--- src/rtl/div_pkg.sv ---
// Shared types and helpers for the shared restoring divider: FSM states,
// step-counter width and the quotient clamp test.
package div_pkg;

    typedef enum logic [1:0] {
        IDLE  = 2'd0,
        CALC  = 2'd1,
        ROUND = 2'd2,
        DONE  = 2'd3
    } state_t;

    // Operand widths up to 64 bits are supported by the step counter.
    localparam int DIV_MAX_WIDTH = 64;
    localparam int STEP_W        = $clog2(DIV_MAX_WIDTH + 1);

    // True when q does not fit in qw unsigned bits.
    function automatic logic q_exceeds(input logic [64:0] q, input int unsigned qw);
        return (q >> qw) != 65'd0;
    endfunction

endpackage

--- src/rtl/rr_arbiter.sv ---
// Combinational round-robin picker: first requester at or after pointer,
// wrapping modulo NUM_CH. The pointer register lives in the parent.
module rr_arbiter #(
    parameter int NUM_CH = 2,
    parameter int CH_W   = (NUM_CH > 1) ? $clog2(NUM_CH) : 1
) (
    input  logic [NUM_CH-1:0] req,
    input  logic [CH_W-1:0]   pointer,
    output logic [NUM_CH-1:0] grant,
    output logic [CH_W-1:0]   index,
    output logic              any
);

    always_comb begin
        grant = '0;
        index = '0;
        any   = |req;
        // Scan from the farthest offset down so the nearest requester wins.
        for (int k = NUM_CH - 1; k >= 0; k--) begin
            if (req[(int'(pointer) + k) % NUM_CH]) begin
                grant = '0;
                grant[(int'(pointer) + k) % NUM_CH] = 1'b1;
                index = CH_W'((int'(pointer) + k) % NUM_CH);
            end
        end
    end

endmodule

--- src/rtl/shared_divider_arbiter.sv ---
// Round-robin shared restoring divider with saturated QWIDTH quotient.
// Optional macro DIV_ROUND_EN adds a ROUND state (round-half-up).
module shared_divider_arbiter
    import div_pkg::*;
#(
    parameter int WIDTH  = 16,
    parameter int QWIDTH = 12,
    parameter int NUM_CH = 2,
    parameter int CH_W   = (NUM_CH > 1) ? $clog2(NUM_CH) : 1
) (
    input  logic                    clock,
    input  logic                    reset,
    input  logic [NUM_CH-1:0]       req,
    input  logic [NUM_CH*WIDTH-1:0] dividend,
    input  logic [NUM_CH*WIDTH-1:0] divisor,
    output logic [NUM_CH-1:0]       done,
    output logic [QWIDTH-1:0]       quotient,
    output logic                    busy,
    output logic [CH_W-1:0]         owner,
    output logic                    div_by_zero,
    output logic                    saturated
);

    localparam logic [STEP_W-1:0] LAST_STEP = STEP_W'(WIDTH - 1);

    state_t              state;
    logic [CH_W-1:0]     pointer;
    logic [STEP_W-1:0]   step;
    logic [WIDTH-1:0]    dvd, dvs, rem, q_int;

    logic [NUM_CH-1:0]   grant;
    logic [CH_W-1:0]     grant_idx;
    logic                grant_any;
    logic [WIDTH-1:0]    sel_dvd, sel_dvs;
    logic [WIDTH:0]      shift;
    logic                ge;
    logic [WIDTH-1:0]    diff;
    logic [WIDTH:0]      q_sel;
    logic                res_sat;
    logic [QWIDTH-1:0]   res_q;

    rr_arbiter #(.NUM_CH(NUM_CH), .CH_W(CH_W)) u_arb (
        .req     (req),
        .pointer (pointer),
        .grant   (grant),
        .index   (grant_idx),
        .any     (grant_any)
    );

    assign sel_dvd = dividend[grant_idx*WIDTH +: WIDTH];
    assign sel_dvs = divisor[grant_idx*WIDTH +: WIDTH];

    always_comb begin
        shift = {rem, dvd[WIDTH-1]};
        ge    = shift >= {1'b0, dvs};
        diff  = shift[WIDTH-1:0] - dvs;
        q_sel = {q_int, ge};
`ifdef DIV_ROUND_EN
        if (state == ROUND)
            q_sel = {1'b0, q_int} + (WIDTH+1)'({rem, 1'b0} >= {1'b0, dvs});
`endif
        res_sat = q_exceeds(65'(q_sel), QWIDTH);
        res_q   = res_sat ? '1 : q_sel[QWIDTH-1:0];
    end

    // Control and result registers
    always_ff @(posedge clock or posedge reset) begin
        if (reset) begin
            state       <= IDLE;
            pointer     <= '0;
            step        <= '0;
            owner       <= '0;
            busy        <= 1'b0;
            done        <= '0;
            quotient    <= '0;
            div_by_zero <= 1'b0;
            saturated   <= 1'b0;
        end else begin
            case (state)
                IDLE: if (grant_any) begin
                    owner   <= grant_idx;
                    pointer <= (grant_idx == CH_W'(NUM_CH - 1)) ? '0 : grant_idx + 1'b1;
                    busy    <= 1'b1;
                    step    <= '0;
                    if (sel_dvs == '0) begin
                        quotient    <= '1;
                        div_by_zero <= 1'b1;
                        saturated   <= 1'b0;
                        done        <= grant;
                        state       <= DONE;
                    end else begin
                        state <= CALC;
                    end
                end
                CALC: begin
                    step <= step + 1'b1;
                    if (step == LAST_STEP) begin
`ifdef DIV_ROUND_EN
                        state <= ROUND;
`else
                        quotient    <= res_q;
                        saturated   <= res_sat;
                        div_by_zero <= 1'b0;
                        done        <= NUM_CH'(1) << owner;
                        state       <= DONE;
`endif
                    end
                end
`ifdef DIV_ROUND_EN
                ROUND: begin
                    quotient    <= res_q;
                    saturated   <= res_sat;
                    div_by_zero <= 1'b0;
                    done        <= NUM_CH'(1) << owner;
                    state       <= DONE;
                end
`endif
                DONE: begin
                    done  <= '0;
                    busy  <= 1'b0;
                    state <= IDLE;
                end
                default: state <= IDLE;
            endcase
        end
    end

    // Datapath: operands latched at grant, one restoring step per CALC cycle
    always_ff @(posedge clock) begin
        if (state == IDLE && grant_any) begin
            dvd   <= sel_dvd;
            dvs   <= sel_dvs;
            rem   <= '0;
            q_int <= '0;
        end else if (state == CALC) begin
            rem   <= ge ? diff : shift[WIDTH-1:0];
            q_int <= {q_int[WIDTH-2:0], ge};
            dvd   <= dvd << 1;
        end
    end

endmodule
--- config.mk ---
export PLATFORM = sky130hd
export DESIGN_NAME = shared_divider_arbiter
export DESIGN_NICKNAME = d
export VERILOG_FILES = /design/src/rtl/div_pkg.sv /design/src/rtl/rr_arbiter.sv /design/src/rtl/shared_divider_arbiter.sv
export SDC_FILE = /design/constraint.sdc
export NUM_CORES = 1
export LEC_CHECK = 0
export CORE_MARGIN = 1
export CORE_UTILIZATION = 57
export CTS_CLUSTER_DIAMETER = 150
export CTS_CLUSTER_SIZE = 40
export DETAILED_ROUTE_END_ITERATION = 10
export PLACE_DENSITY = 0.87
export SYNTH_ARGS = -nofsm -noshare
export SYNTH_HDL_FRONTEND = slang
export SYNTH_SLANG_ARGS = --single-unit
--- constraint.sdc ---
create_clock -name clock -period 6.5 [get_ports clock]
set_input_delay 0.65 -clock clock [delete_from_list [all_inputs] [get_ports clock]]
set_output_delay 0.65 -clock clock [all_outputs]
set_load 0.03 [all_outputs]
==> metrics.md <==
| Metric | Value |
|---|---|
| Drt first pass iters | `5` |
| Syn_area_per_cell | `roughly 10 um^2` |
| # fillers | `570` |
| Critical-path top delay cell | `clkdlybuf4s50_1` |
| Met2 Use GR | `0.4544` |
| Cts repair resizes | `0` |
| Syn Nets | `roughly 560` |
| Synth-to-layout area growth | `22.75%` |
| Startpoint Class | `primary input` |
| Detailed Route WL | `between 10000 and 15000 um` |
| # hold bufs at CTS | `0` |
| Worst Max-Slew Pin Slew | `between 1000 and 1500 ps` |
| Final hold vios | `0` |
| Non-Filler Instances | `around 660` |
| Vias in the first global route | `~3.9k` |
| Top cell family by delay on the critical path | `buffers and inverters` |
| CTS H-tree depth | `3` |
| PortBufs | `85` |
| Cell area after synthesis | `roughly 4800 um^2` |
| Clk root buf | `clkbuf_8` |
| Via density | `approximately 5.9` |
| Setup violations, final | `0` |
| Post-synth ARST share | `0.3043` |
| Lkg Pwr | `around 2.4 nW` |
| Clock buffer depth | `2` |
| Placer congestion estimate | `just under 0.9` |
| Mapped Cells | `approximately 480` |
| Critical path class | `in -> reg` |
| Status | `completed` |
| Final setup skew | `8.985 ps` |
| Hold path start | `busy$_DFFE_PP0P_` |
| Via count | `3901` |
| Hold Path End | `busy$_DFFE_PP0P_` |
| Final Max Tran Viols | `0` |
| Crit path capture type | `register` |
| Most used routing layer | `met2` |
| DIE WIDTH | `93.93 um` |
| Worst-path clk slew | `roughly 100 ps` |
| CP max FO | `32` |
| Postcts setup bufs | `0` |
| Final period utilization | `0.4883` |
| Antenna viol nets, final | `0` |
| Iteration-0 DRC Markers | `~220` |
| Total CTS buffers | `9` |
| Yosys reg bits | `approximately 90` |
| Sequential area share after synthesis | `0.4779` |
| Maximum vdd drop | `between 0.3 and 0.4 mV` |
| Clk Latency, worst-skew pair | `360 ps` |
| MaxCap Viol Count | `0` |
| Post-detail-place hpwl | `approximately 7800 um` |
| Synth Flop Type | `edfxtp_1` |
| Maximum clock frequency | `approximately 320 MHz` |
| EDFF count, synth | `32` |
| Worst Hold Margin | `481.7 ps` |
| Post-synth cell types | `56` |
| Layout cells sized above 1 | `0.08453` |
| Min Tclk post-route | `~3200 ps` |
| CP Buf/Inv Count | `3` |
| Placed cell count | `approximately 650` |
| Initial Util | `0.5863` |
| DIE HEIGHT | `93.93 um` |
| CP cell instances | `clkdlybuf4s50_1, inv_2, o21ai_4, buf_4, mux2_2, nor4_1, and2_2, nand2_2, a31o_1` |
| R2R Setup Slk | `between 3000 and 4000 ps` |
| Drt wl/cell | `16.73 um` |
| R2r startpoint | `pointer$_DFFE_PP0P_` |
| Met3 Usage GRT | `0.07362` |
| Synth warnings | `0` |
| Ant diodes | `0` |
| Unrepaired setup endpoints after global routing | `false` |
| Worst r2r dst | `saturated$_DFFE_PP0P_` |
| Crit path DAT | `roughly 3400 ps` |
| Largest net degree at the start of global routing | `51` |
| GRT Overall Usage | `0.2695` |
| Worst min path class | `reg -> reg` |
| Cell count of the worst reg-to-reg path | `7` |
| Hold path cells | `2` |
| Slew HR | `0.2819` |
| PD cells | `roughly 480 nW/um^2` |
| Total clock sinks | `just over 90` |
| Drc violations | `0` |
| CP peak stage delay | `between 500 and 600 ps` |
| Initial antenna violation count | `0` |
| Core area | `~8000 um^2` |
| # IOs | `86` |
| CTS tree | `done` |
| Fin Setup TNS | `0 ps` |
| Nets | `roughly 640` |
| First-pass GRT wire length | `roughly 18000 um` |
| Met1 Track Usage GR | `0.3344` |
| Area of the die | `8823 um^2` |
| Row count | `33` |
| CP Data Required Time | `slightly below 7000 ps` |
| GR Overflow Total | `0` |
-- report_power, final --
group / switching [mW] / internal [mW] / total, mW / leakage, nW
Clock: 0.220 / 0.156 / 0.376 / 0.0954
Combinational: 0.855 / 0.607 / 1.46 / 1.46
Sequential: 0.159 / 0.869 / 1.03 / 0.891
Total: 1.23 / 1.63 / 2.87 / 2.44
-- through the flow --
stage	util	power (mW)	worst slack, ps	area [um^2]
after floorplan	-	2.088	4175	4817
after global placement	0.6964	2.423	3120	5722
after detailed placement	0.6964	2.482	3000	5722
after CTS	0.7197	2.863	3352	5913
after global routing	0.7197	3.074	3200	5913
final	0.7197	2.867	3326	5913
-- cells in the mapped netlist, types with 4 or more instances --
| cell type | n | share of area |
|---|---|---|
| a211oi_1 | 4 | 0.0062 |
| a21o_1 | 4 | 0.0062 |
| a21oi_1 | 33 | 0.034 |
| a22o_1 | 16 | 0.029 |
| a32oi_1 | 4 | 0.0073 |
| buf_2 | 4 | 0.0042 |
| clkbuf_1 | 17 | 0.013 |
| dfrtp_1 | 28 | 0.15 |
| dfxtp_1 | 32 | 0.13 |
| edfxtp_1 | 32 | 0.20 |
| ha_1 | 17 | 0.044 |
| inv_1 | 22 | 0.017 |
| mux2_1 | 4 | 0.0093 |
| mux2_2 | 7 | 0.016 |
| mux2_4 | 7 | 0.022 |
| mux2i_1 | 25 | 0.052 |
| nand2_1 | 39 | 0.030 |
| nand2b_1 | 8 | 0.010 |
| nand3_1 | 11 | 0.011 |
| nor2_1 | 36 | 0.028 |
| nor3_1 | 4 | 0.0042 |
| nor4_1 | 6 | 0.0078 |
| o211ai_1 | 4 | 0.0062 |
| o21ai_0 | 41 | 0.043 |
| o22ai_1 | 13 | 0.017 |
| o31ai_1 | 6 | 0.0093 |
| xnor2_1 | 7 | 0.013 |
| xor2_1 | 6 | 0.011 |
-- cells in the final DEF (no fill, tap or decap), types with 8 or more instances in the layout --
cell              n
a21oi_1          33
a22o_1           16
clkbuf_8         10
clkdlybuf4s50_1  85
dfrtp_1          28
dfxtp_1          32
edfxtp_1         32
ha_1             17
inv_1            22
mux2i_1          25
nand2_1          39
nand2b_1          8
nand3_1          11
nor2_1           36
o21ai_0          40
o22ai_1          13
-- worst min-delay path, delay by kind of cell, from the launching register on --
kind,cells,cell delay (ps)
flip-flops,1,350
AND/OR/NAND/NOR,2,100
-- registers in the layout, summed over array words and instances (netlist names) --
signal       count
dvd             16
dvs             16
q_int           16
rem             16
quotient        12
step             7
done             2
state            2
busy             1
div_by_zero      1
owner            1
pointer          1
saturated        1
-- layer usage --
metal,vias up,wire [um],share of wire
met1,1874,4566,0.41
met4,0,145,0.013
li1,1888,-,-
met3,15,718,0.065
met5,-,0,0
met2,124,5627,0.51
-- logic make-up (layout without fill, tap and decap cells) --
| group | after synthesis | count (layout) | synth area share |
|---|---|---|---|
| AO/OA/AOI/OAI | 143 | 143 | 0.1951 |
| XOR/XNOR | 13 | 13 | 0.02364 |
| adder cells (fa/ha/maj) | 18 | 18 | 0.04831 |
| buffers and inverters | 48 | 128 | 0.04156 |
| flip-flops | 92 | 92 | 0.4779 |
| multiplexers | 43 | 43 | 0.09948 |
| AND/OR/NAND/NOR | 119 | 119 | 0.1140 |
-- area by class of cell --
type	count	area, um^2	share of cell area
Timing Repair Buffer	89	880.8	0.1490
Inverter	23	86.33	0.01460
Clock inverter	6	53.80	0.009099
Clock buffer	10	137.6	0.02328
Multi-Input combinational cell	336	2321	0.3925
Sequential cell	92	2302	0.3893
Tap cell	105	131.4	0.02222
-- worst max path at each step --
stage                     slack (ps)                    end    from  cells past startpoint
after floorplan                 4170    done[0]$_DFFE_PP0P_  req[0]                      8
after global placement          3120  saturated$_DFFE_PP0P_  req[0]                      9
after detailed placement        3000  saturated$_DFFE_PP0P_  req[0]                      9
after CTS                       3350  saturated$_DFFE_PP0P_  req[0]                      9
after global routing            3200  saturated$_DFFE_PP0P_  req[0]                      9
final                           3330  saturated$_DFFE_PP0P_  req[0]                      9
Power figures use the tool's default switching activity.
